===== config.mk =====
export PLATFORM = sky130hd
export DESIGN_NAME = button_event_decoder
export DESIGN_NICKNAME = d
export VERILOG_FILES = /design/src/rtl/button_event_decoder_pkg.sv /design/src/rtl/button_event_decoder.sv
export SDC_FILE = /design/constraint.sdc
export NUM_CORES = 1
export LEC_CHECK = 0
export CAP_MARGIN = 0
export CORE_UTILIZATION = 45
export CTS_BUF_LIST = sky130_fd_sc_hd__clkbuf_8 sky130_fd_sc_hd__clkbuf_16
export DETAILED_ROUTE_END_ITERATION = 10
export GPL_ROUTABILITY_DRIVEN = 0
export GPL_TIMING_DRIVEN = 0
export PLACE_DENSITY = 0.77
export SLEW_MARGIN = 10
export SYNTH_ARGS = -nofsm -noshare
export SYNTH_HDL_FRONTEND = slang
export SYNTH_SLANG_ARGS = --single-unit

===== constraint.sdc =====
create_clock -name clk -period 2.7 [get_ports clk]
set_input_delay 0.54 -clock clk [delete_from_list [all_inputs] [get_ports clk]]
set_output_delay 0.54 -clock clk [all_outputs]
set_load 0.03 [all_outputs]

===== src/rtl/button_event_decoder_pkg.sv =====
// Shared state encodings and default timing constants for the button event decoder
// and the time/alarm-setting FSM that consumes its events.
package button_event_decoder_pkg;

    typedef enum logic [1:0] {
        BtnArm     = 2'd0,
        BtnIdle    = 2'd1,
        BtnPressed = 2'd2,
        BtnLong    = 2'd3
    } btn_state_e;

    // 10 ms tick: 1 s long press, 200 ms auto-repeat.
    localparam int unsigned DefLongCycles   = 100;
    localparam int unsigned DefRepeatCycles = 20;
    localparam int unsigned DefCntW         = 8;

    function automatic logic is_tracking(input btn_state_e st);
        return (st == BtnPressed) || (st == BtnLong);
    endfunction

endpackage


===== src/rtl/button_event_decoder.sv =====
// Turns a debounced button level into single-cycle short-press, long-press and
// auto-repeat events. All outputs are registered.
module button_event_decoder
    import button_event_decoder_pkg::*;
#(
    parameter int unsigned LONG_CYCLES   = DefLongCycles,
    parameter int unsigned REPEAT_CYCLES = DefRepeatCycles,
    parameter int unsigned CNT_W         = DefCntW
) (
    input  logic clk,
    input  logic rst,
    input  logic btn,
    output logic held,
    output logic short_press,
    output logic long_press,
    output logic repeat_pulse
);

    localparam logic [CNT_W-1:0] LongLast   = CNT_W'(LONG_CYCLES - 1);
    localparam logic [CNT_W-1:0] RepeatLast = CNT_W'(REPEAT_CYCLES - 1);

    btn_state_e       state_q, state_d;
    logic [CNT_W-1:0] cnt_q, cnt_d;
    logic             held_q, held_d;
    logic             short_q, short_d;
    logic             long_q, long_d;
    logic             repeat_q, repeat_d;

    always_comb begin
        state_d  = state_q;
        cnt_d    = cnt_q;
        short_d  = 1'b0;
        long_d   = 1'b0;
        repeat_d = 1'b0;

        unique case (state_q)
            // A button held through reset must be released before it can count.
            BtnArm: begin
                if (!btn) begin
                    state_d = BtnIdle;
                end
            end
            BtnIdle: begin
                if (btn) begin
                    state_d = BtnPressed;
                    cnt_d   = CNT_W'(1);
                end
            end
            BtnPressed: begin
                if (!btn) begin
                    state_d = BtnIdle;
                    cnt_d   = '0;
                    short_d = 1'b1;
                end else if (cnt_q == LongLast) begin
                    state_d = BtnLong;
                    cnt_d   = '0;
                    long_d  = 1'b1;
                end else begin
                    cnt_d = cnt_q + 1'b1;
                end
            end
            BtnLong: begin
                if (!btn) begin
                    state_d = BtnIdle;
                    cnt_d   = '0;
                end else if (cnt_q == RepeatLast) begin
                    cnt_d    = '0;
                    repeat_d = 1'b1;
                end else begin
                    cnt_d = cnt_q + 1'b1;
                end
            end
        endcase

        held_d = is_tracking(state_d);
    end

    always_ff @(posedge clk) begin
        if (rst) begin
            state_q  <= BtnArm;
            cnt_q    <= '0;
            held_q   <= 1'b0;
            short_q  <= 1'b0;
            long_q   <= 1'b0;
            repeat_q <= 1'b0;
        end else begin
            state_q  <= state_d;
            cnt_q    <= cnt_d;
            held_q   <= held_d;
            short_q  <= short_d;
            long_q   <= long_d;
            repeat_q <= repeat_d;
        end
    end

    assign held         = held_q;
    assign short_press  = short_q;
    assign long_press   = long_q;
    assign repeat_pulse = repeat_q;

endmodule


# --- After elaboration in Yosys (flattened, before gate mapping) ---
# Cells that the tools add are included.
# W data, S select, Z words.
word_totals:
  inputBits: 3
  out_inout_bits: 4
  register_bits: 14
op_classes:
  reduce_logical: 8
  n_eq_ne: 8
  mux: 14
  n_bitwise: 3
  add_sub_neg: 1
ops:
  columns: ["operator", "n"]
  rows:
  - ["$mux W8", 5]
  - ["$pmux W8 S3", 1]
  - ["$add A8 B1 Y8 const B", 1]
  - ["$eq A2 B2 Y1 const B", 4]
  - ["$eq A8 B5 Y1 const B", 1]
  - ["$eq A8 B7 Y1 const B", 1]
  - ["$mux W2", 4]
  - ["$pmux W2 S3", 1]
  - ["$reduce_or A3 Y1", 2]
  - ["$reduce_or A2 Y1", 2]
  - ["$mux W1", 3]
  - ["$not A1 Y1", 3]
  - ["$reduce_bool A3 Y1", 1]
  - ["$eq A2 B1 Y1 const B", 1]
  - ["$logic_not A2 Y1", 1]
  - ["$ne A2 B2 Y1 const B", 1]
  - ["$reduce_and A2 Y1", 1]
  - ["$logic_or A1 B1 Y1", 1]

# --- Longest topological paths before layout ---
depth:
  ltp_word: 6
  depth_mapped: 6

# --- Least setup slack after synthesis ---
# OpenSTA, ideal clock, no wires.
synth_path:
  path_type: "register -> register"
  from: "register state_q[1]"
  to: "register cnt_q[5]"
  period_less_slack_ns: 1.843
  arrival_ns: 1.769
  t_required_ns: 2.626
  stages_incl_launch_ff: 6
  slack_ns: 0.857
  path_buffers: 0
  path_cell_list: "dfxtp_1 -> inv_1 -> ha_1 -> a21o_1 -> or4_1 -> a31oi_1"
synth_between:
  elab_chain_cells: 3
  elab_cells_between_ends: 7
synth_rtl:
  columns: ["item", "line", "source"]
  rows:
  - ["start: declaration", "button_event_decoder.sv:22", "btn_state_e state_q, state_d;"]
  - ["start signal: assignment", "button_event_decoder.sv:80", "state_q <= BtnArm;"]
  - ["start signal: assignment", "button_event_decoder.sv:87", "state_q <= state_d;"]
  - ["$eq A2 B1 Y1 / $eq A2 B2 Y1 (equally long branches)", "button_event_decoder.sv:36", "unique case (state_q)"]
  - ["$ne A2 B2 Y1 (no source line) / $reduce_bool A3 Y1 (equally long branches)", null, null]
  - ["$reduce_and A2 Y1 (no source line)", null, null]
  - ["end signal: assignment", "button_event_decoder.sv:88", "cnt_q <= cnt_d;"]
  - ["end: declaration", "button_event_decoder.sv:23", "logic [CNT_W-1:0] cnt_q, cnt_d;"]
# Parallel ways exist; a longest one is shown, timed or not.
# A chain may end at the register's enable or synchronous reset.

# --- Worst setup path after layout ---
layout_path:
  from: "register state_q[0]"
  to: "register cnt_q[0]"
# The elaborated chain is that of the path after synthesis.

==> results.cfg <==
[sta]
setup_violations = 0
finClkSkew_ns = 0.00283
fin_crit_sh_pct = 74.2
timing.fmax_mhz = 499
post-route-worst-setup-slack_ns = 0.696
fin_crit_ns = 2.00
slew_viol_final = 0
fin_tns_setup_ns = 0
slew_headroom_pct = 58.4
hold_viol_final = 0
tightest_slew_ns = 0.620
rsz0062_at_grt = false

[synth]
synthFlopType = dfxtp_1
yosysSeqAreaShare_pct = 34.3
syn-cell-area_sq_um = 758
ys_ff_latch = 13
yosysTopAreaCellShare_pct = 34.3
syn_inst = 88
yosys_warnings = 0
syn_area_per_cell_sq_um = 8.62
synth_top_area_cell = dfxtp_1
synthTopCellsByArea = dfxtp_1 (34%), ha_1 (9.9%), a21oi_1 (4.0%), nand2_1 (3.5%), a31oi_1 (3.3%)
syn_nets = 97
synth_cell_type_count = 35
synth_enable_flop_cells = 0
synthArstFlopShare_pct = 0

[worst_setup_path]
cp-end-kind = flop
worst_r2r_endpoint = cnt_q[0]
crit_required_ns = 2.80
worstRegToRegCells = 6
critical_path_class = flop to flop
arrival_ns = 2.11
r2r-start = state_q[0]
rrSetupSlack_ns = 0.70
critPathLaunchType = flop
critPathMaxFanout = 10

[pwr]
power.switching_uw = 103
fin_total_pwr_uw = 416
seqPwrFrac_pct = 48.1
ir_drop_mv = 0.343
p_leak_nw = 0.292
swShare_pct = 24.7
internal_power_uw = 313
clkPwrFrac_pct = 40.8
pwr-share-comb_pct = 11.0
powerDensity_mw_per_mm2 = 476

[clocking]
worstSkewPairLatency_ns = 0.25
cts.htree.levels = 1
cts_buffer_depth = 2
cts-root-buf = clkbuf_8
cts_inserted_buffers = 3
cts_setup_buffers = 0
ctsResizeCount = 0
cts_num_sinks = 13
cts_tree = done
clk_pin_slew_worst_paths_ns = 0.05
cts_hold_buf = 0

[route]
viasPerCell = 6.41
wl_met3_um = 116
drt_iter0_drc = 33
highest_layer = met4
wl_per_cell_um = 15.3
routed_wl_mm = 1.72
wl_met2_um = 743
postRouteAntennaNets = 0
drc = 0
met1_length_um = 840
via_count = 724
firstDrtPassIters = 4

[flow_run]
maxCapViolations = 0

[grt]
grt_pass1_wl_mm = 2.91
grt_max_degree = 11
grt_pass1_vias = 631
grtUsageTotal_pct = 21.3
overflow = 0
antenna_found_initial = 0

[worst_hold_path]
hp-start = cnt_q[1]
min_path_type = flop to flop
hold_path_end = cnt_q[1]
hold_depth = 2

[die]
die_area_sq_mm = 0.00185
die_x_um = 43.1
rows = 14
die_h_um = 43.1
start_util_pct = 49.2
boundaryPins = 7
core_area_sq_mm = 0.00154

[finish]
multiInputGateArea_sq_um = 463
seqCellArea_sq_um = 260
nFillCells = 151
diodes = 0
final_area_sq_um = 873
area_delta_synth_final_pct = 15.2
drive_above_1_share_pct = 8.25
nets = 107

[placement]
place_ws_ns = 0.723
dp_hpwl_mm = 1.22
port_buffers = 5
dpl_cell_area_sq_um = 828

[run_status]
status = completed
[layout make-up]
| type | instances | area share, % |
|---|---|---|
| repair buffers | 5 | 5.73 |
| inverters | 7 | 3.01 |
| multi-input cells | 66 | 53.0 |
| flip-flops and latches | 13 | 29.8 |
| well taps | 16 | 2.29 |
| clock inverters | 1 | 0.430 |
| clock buffers | 3 | 4.73 |
| plain buffers | 2 | 1.00 |
[worst max-delay path: stages (launching register included)]
cell and delay (ns):
dfxtp_1 0.40, inv_1 0.11, ha_1 0.29, nor4b_1 0.48, o21bai_4 0.20, a311oi_1 0.30
a211oi_1 0.09
[worst max path at each step]
stage	to	start
after floorplan	cnt_q[5]	state_q[1]
after global placement	cnt_q[0]	state_q[0]
after detailed placement	cnt_q[0]	state_q[0]
after CTS	cnt_q[0]	state_q[0]
after global routing	cnt_q[0]	state_q[0]
final	cnt_q[0]	state_q[0]
[power groups by stage]
stage	registers, mW	logic [mW]	clock network (mW)
after global routing	0.200	0.0511	0.185
after global placement	0.204	0.0429	0
after CTS	0.200	0.0452	0.176
after detailed placement	0.204	0.0447	0
final	0.200	0.0458	0.170
after floorplan	0.205	0.0308	0
[metal layers]
metal	vias to the layer above	global-route usage [%]
met5	-	0
met4	0	9.09
met3	5	8.09
met2	28	28.8
met1	335	29.9
li1	356	-
[cell usage in the layout (no fill, tap or decap), types with 3 or more instances in the layout]
cell type	instances
nor2_1	5
ha_1	6
nand2_1	7
o21ai_0	5
nor4_1	3
or3_1	3
inv_1	6
a31oi_1	4
dfxtp_1	13
clkbuf_8	3
a21oi_1	6
clkdlybuf4s50_1	5
[cell families after synthesis]
group	share of synthesized area, %
simple gates	25.6
buf+inv	4.62
compound gates	25.6
fa+ha+maj	9.90
flops	34.3
[Yosys cell counts, drive strengths merged (2+ instances only)]
library cell,n
a21oi,6
a311oi,2
a31oi,4
dfxtp,13
ha,6
inv,7
nand2,7
nand3,2
nand4b,2
nor2,5
nor3,2
nor4,3
o21ai,6
o32ai,2
or3,3
or4b,2
[through the flow]
step / hold slack (ns) / utilization [%] / cells
after floorplan: 0.472 / - / 88
after CTS: 0.530 / 56.7 / 113
final: 0.524 / 56.7 / 113
after global placement: 0.492 / 53.7 / 109
after global routing: 0.556 / 56.7 / 113
after detailed placement: 0.504 / 53.7 / 109
[registers in the layout, summed over array words and instances (netlist names)]
signal        cells
cnt_q             8
state_q           2
long_press        1
repeat_pulse      1
short_press       1
(Power assumes the default switching activity.)
